## src/rtl/byte_striping_tx_param.sv

```systemverilog
// byte_striping_tx_param: stripes a serial word stream round-robin across 1..NLANES lanes
// and presents each closed group on a registered valid/ready output.
module byte_striping_tx_param #(
  parameter int DW = 8,
  parameter int NLANES = 4,
  parameter logic [DW-1:0] PAD = 8'hBC
) (
  input  logic                     clk,
  input  logic                     reset,
  input  logic                     in_valid,
  input  logic [DW-1:0]            in_data,
  output logic                     in_ready,
  input  logic                     flush,
  input  logic [$clog2(NLANES):0]  lanes_cfg,
  output logic                     out_valid,
  input  logic                     out_ready,
  output logic [NLANES*DW-1:0]     out_data,
  output logic [NLANES-1:0]        out_lane_en,
  output logic [NLANES-1:0]        out_pad,
  output logic                     cfg_err
);
  localparam int LW = $clog2(NLANES) + 1;
  logic [NLANES*DW-1:0] acc, acc_nx, data_nx;
  logic [LW-1:0] idx, lanes_cur, lanes_eff, fill;
  logic [NLANES-1:0] en_nx, pad_nx;
  logic take, empty, legal, close;
  assign in_ready = !out_valid || out_ready;
  assign take = in_valid && in_ready;
  assign empty = idx == '0;
  assign legal = lanes_cfg != '0 && lanes_cfg <= LW'(NLANES) && (lanes_cfg & (lanes_cfg - LW'(1))) == '0;
  // lane count is only sampled on the first word of a group
  assign lanes_eff = empty ? (legal ? lanes_cfg : LW'(NLANES)) : lanes_cur;
  assign fill = take ? idx + LW'(1) : idx;
  assign close = (take && fill == lanes_eff) || (flush && in_ready && fill != '0);
  always_comb begin
    acc_nx = acc;
    data_nx = '0;
    en_nx = '0;
    pad_nx = '0;
    if (take) acc_nx[int'(idx)*DW +: DW] = in_data;
    for (int k = 0; k < NLANES; k++) begin
      data_nx[k*DW +: DW] = LW'(k) < fill ? acc_nx[k*DW +: DW] : PAD;
      en_nx[k] = LW'(k) < lanes_eff;
      pad_nx[k] = LW'(k) >= fill && LW'(k) < lanes_eff;
    end
  end
  always_ff @(posedge clk or negedge reset) begin
    if (!reset) begin
      acc <= '0;
      idx <= '0;
      lanes_cur <= LW'(NLANES);
      out_valid <= 1'b0;
      out_data <= '0;
      out_lane_en <= '0;
      out_pad <= '0;
      cfg_err <= 1'b0;
    end else begin
      cfg_err <= take && empty && !legal;
      if (take && empty) lanes_cur <= lanes_eff;
      if (take) acc <= acc_nx;
      idx <= close ? '0 : fill;
      if (close) begin
        out_valid <= 1'b1;
        out_data <= data_nx;
        out_lane_en <= en_nx;
        out_pad <= pad_nx;
      end else if (out_ready) begin
        out_valid <= 1'b0;
      end
    end
  end
endmodule

```

## config.mk

```make
export PLATFORM = sky130hd
export DESIGN_NAME = byte_striping_tx_param
export DESIGN_NICKNAME = d
export VERILOG_FILES = /design/src/rtl/byte_striping_tx_param.sv
export SDC_FILE = /design/constraint.sdc
export NUM_CORES = 1
export LEC_CHECK = 0
export BUFFER_PORTS_ARGS = -buffer_cell sky130_fd_sc_hd__buf_2
export CAP_MARGIN = 20
export CORE_MARGIN = 2
export CORE_UTILIZATION = 46
export DETAILED_ROUTE_END_ITERATION = 8
export PLACE_DENSITY = 0.67
export SYNTH_ARGS = -nofsm -noshare
export SYNTH_HDL_FRONTEND = slang
export SYNTH_SLANG_ARGS = --single-unit
```

## constraint.sdc

```tcl
create_clock -name clk -period 4.75 [get_ports clk]
set_clock_uncertainty 0.1 [all_clocks]
set_input_delay 0.475 -clock clk [delete_from_list [all_inputs] [get_ports clk]]
set_output_delay 0.475 -clock clk [all_outputs]
set_load 0.1 [all_outputs]
```

==> results.md <==
- The hold violation count in the final report is 0.
- The total wirelength of the detailed-routed design is roughly 6.7 mm.
- The highest achievable clock rate is a little under 300 MHz.
- The initial antenna violation count is 0.
- For this run the aggregate overflow at the end of global routing stands at 0.
- The placed wire-length estimate after detailed placement is 4.734 mm.
- In the synthesized netlist the async set-or-reset flop fraction comes to 1.000.
- The number of gates resized after cts is 0.
- The dominant register cell in the synthesized netlist is sky130_fd_sc_hd__dfrtp_1.
- The count of flip-flops with a built-in enable after synthesis is 0.
- Clock-pin slew was measured on the worst setup and hold paths at around 0.080 ns.
- Summing all multi-input logic gate instances after layout gives between 1000 and 1500 µm².
- At the later pin of the worst-skew pair, clock insertion delay measures approximately 0.35 ns.
- The sequential area share after synthesis is 0.5544.
- The maximum number of buffers from clock root to sink is 2.
- Input and output buffers added on the ports amount to 58.
- The count of nets left with antenna violations after detail routing is 0.
- The floorplan step defined a core boundary enclosing ~7700 µm².
- The number of global-route vias before repair was roughly 2.4k.
- The worst setup path is captured at a register.
- In this run the clock root is driven by a sky130_fd_sc_hd__clkbuf_8.
- The area overhead of the layout relative to synthesis is 17.52%.
- The flow ran to the end, and the final reports show no timing, DRC or antenna violations.
- The launch point of the worst reg-to-reg path is idx[0].
- The critical path required time is between 4 and 5 ns.
- At the pin with the least slew margin, the transition time is between 0.9 and 1 ns.
- The max-slew violation count is 0.
- The overall fraction of global-route tracks in use is 0.1710.
- The first global-routing pass estimated approximately 11 mm of wire.
- The sequential cell area is 2003 µm².
- In this run the number of H-tree levels came out at 3.
- Clock tree synthesis found a total of 80 sinks.
- The number of nets handed over by synthesis was about 320.
- Summing over every cut layer, the via total after detailed routing is between 2k and 2.5k.
- The number of different library cells used by synthesis comes to 45.
- Counting flops and latches in the post-synthesis netlist gives 80.
- Data arrives at the worst endpoint at 3.55 ns.
- The number of synthesis warnings is 0.
- At the placement stage, the worst setup path has a slack of 1.205 ns.
- In this run the horizontal extent of the chip is between 90 and 100 µm.
- The share of the cycle needed by the critical path after routing is 0.7184.
- TritonCTS built the clock tree.
- The floorplan die height is approximately 90 µm.
- The kind of critical path is reg2reg.
- For this configuration, the core starts out at a cell density of 0.4701.
- The setup slack of the critical path after layout is 1.338 ns.
- The pre-antenna-repair detailed-routing pass consisted of 4 iterations.
- The routed length per placed instance is between 10 and 15 µm.
- The total negative setup slack is 0 ns.
- The launching instance or port of the critical path is idx[0].
- The per-cell via count in the routed design is between 4 and 5.
- The floorplan row count is 32.
- Setup violations remaining at the end of the flow were counted as 0.
- The max-capacitance violation count is 0.
- The first routing iteration left 151 violations.
- The layout net count is 379.
- Buffers inserted to repair hold after CTS numbered 0.
- The die covers about 8600 µm².
- The minimum clock period after layout is about 3.4 ns.
- At the end of routability-driven placement, the weighted congestion stood at 0.8056.
- In the final layout, the share of cells above drive strength 1 is 0.3462.
- Of all nets on the critical path, the largest fanout is 22.
- The synthesized area divided by synthesized cell count is 12.17 µm².
- Buffers added to address setup during post-CTS repair amount to 0.
- Setup repair after global routing left no endpoint under its margin.
- In this run the cell area of the synthesized design comes to between 3000 and 4000 µm².
- The headroom to the max-slew limit is 0.3534.
- The antenna cell count is 0.
- In this run the worst hold path is classified as in2async.
- The CTS buffer count is 9.
- The layout has about 680 filler cells.
- Once layout is done, the placed cells without fillers occupy 4247 µm².
- between 50 and 60 I/O pins were placed.
- After technology mapping, the gate count stands at between 200 and 300.
- After detailed routing, the number of remaining DRC violations is 0.
- The total placed instance area is roughly 4000 µm².
- The largest net degree at the start of global routing is 81.
- STA classifies the critical path startpoint as a register.
-- synth_stat cells (2+ instances only) --
master | n | area, µm²
sky130_fd_sc_hd__nor2_1 | 27 | 101.4
sky130_fd_sc_hd__o21ai_0 | 4 | 20.02
sky130_fd_sc_hd__a21oi_1 | 4 | 20.02
sky130_fd_sc_hd__nand4_1 | 2 | 12.51
sky130_fd_sc_hd__buf_4 | 4 | 30.03
sky130_fd_sc_hd__buf_6 | 2 | 22.52
sky130_fd_sc_hd__xnor2_1 | 3 | 26.28
sky130_fd_sc_hd__nor2b_1 | 2 | 12.51
sky130_fd_sc_hd__xor2_1 | 2 | 17.52
sky130_fd_sc_hd__nand3_1 | 4 | 20.02
sky130_fd_sc_hd__nand2_1 | 17 | 63.81
sky130_fd_sc_hd__ha_1 | 4 | 50.05
sky130_fd_sc_hd__dfrtp_1 | 79 | 1977
sky130_fd_sc_hd__inv_1 | 37 | 138.9
sky130_fd_sc_hd__and2_1 | 3 | 18.77
sky130_fd_sc_hd__mux2_2 | 40 | 450.4
sky130_fd_sc_hd__nand2b_1 | 7 | 43.79
sky130_fd_sc_hd__mux2i_1 | 29 | 290.3
-- state kept, by name, summed over array words and instances, names as in the netlist --
| name | count |
|---|---|
| out_valid | 1 |
| acc | 32 |
| lanes_cur | 3 |
| out_lane_en | 4 |
| idx | 3 |
| out_data | 32 |
| out_pad | 4 |
| cfg_err | 1 |
-- final timing paths --
check / endpoint / slack (ns) / cells after the start
worst max-delay path: out_lane_en[0] / 1.34 / 8
worst min-delay path: out_data[20] / 0.17 / 1
worst max register to register: out_lane_en[0] / 1.34 / 8
worst min register to register: lanes_cur[2] / 0.37 / 2
max in group asynchronous: out_data[16] / 3.75 / 1
min in group clk: acc[28] / 0.33 / 2
-- placed cells by master (no fill, tap or decap), drive strengths merged, types with 2 or more instances in the layout --
master / synthesis / final
a21oi: 4 / 4
a311oi: 2 / 2
and2: 3 / 3
and4bb: 2 / 2
buf: 7 / 59
bufinv: 0 / 3
clkbuf: 1 / 12
dfrtp: 79 / 79
ha: 4 / 4
inv: 37 / 38
mux2: 41 / 41
mux2i: 29 / 29
nand2: 17 / 17
nand2b: 7 / 7
nand3: 4 / 4
nand4: 2 / 2
nor2: 27 / 27
nor2b: 2 / 2
nor3: 2 / 2
o21ai: 6 / 6
xnor2: 4 / 4
xor2: 2 / 2
-- cell families after synthesis --
kind of cell / synth area share
AO/OA/AOI/OAI: 0.04398
XOR/XNOR: 0.01974
adder cells (fa/ha/maj): 0.01385
buffers and inverters: 0.05540
flip-flops: 0.5544
multiplexers: 0.2081
AND/OR/NAND/NOR: 0.1046
-- final cells by class --
class                           count  share of cell area
Inverter                           37             0.03270
Timing Repair Buffer               59             0.07366
Multi-Input combinational cell    172              0.3321
Clock buffer                       12             0.03654
Sequential cell                    80              0.4717
Tap cell                          102             0.03005
Clock inverter                      4             0.02328
-- metal layers --
metal	vias to the layer above	track usage	part of all wire
li1	1120	-	-
met1	1123	0.2309	0.47
met2	58	0.2646	0.45
met3	11	0.03987	0.052
met4	0	0.07598	0.020
met5	-	0	0
-- per-stage QoR --
step	std cells	util	hold slack [ns]
6_report	466	0.5524	0.1749
4_1_cts	466	0.5524	0.2124
2_1_floorplan	297	-	0.07941
3_5_place_dp	450	0.5194	0.3577
3_3_place_gp	450	0.5194	0.3503
5_1_grt	466	0.5524	0.2539
-- worst max-delay path, stage by stage, from the launching register on --
cell and delay [ns]:
sky130_fd_sc_hd__dfrtp_1 0.54, sky130_fd_sc_hd__inv_1 0.15, sky130_fd_sc_hd__ha_1 0.24, sky130_fd_sc_hd__ha_1 0.28, sky130_fd_sc_hd__o21ai_1 0.46, sky130_fd_sc_hd__xnor2_1 0.23, sky130_fd_sc_hd__o21ai_4 0.67, sky130_fd_sc_hd__buf_12 0.27
sky130_fd_sc_hd__mux2_2 0.35
Power is left out: the tool's default activity adds up to more than one toggle a clock period on the data nets, which glitch-free logic cannot reach.
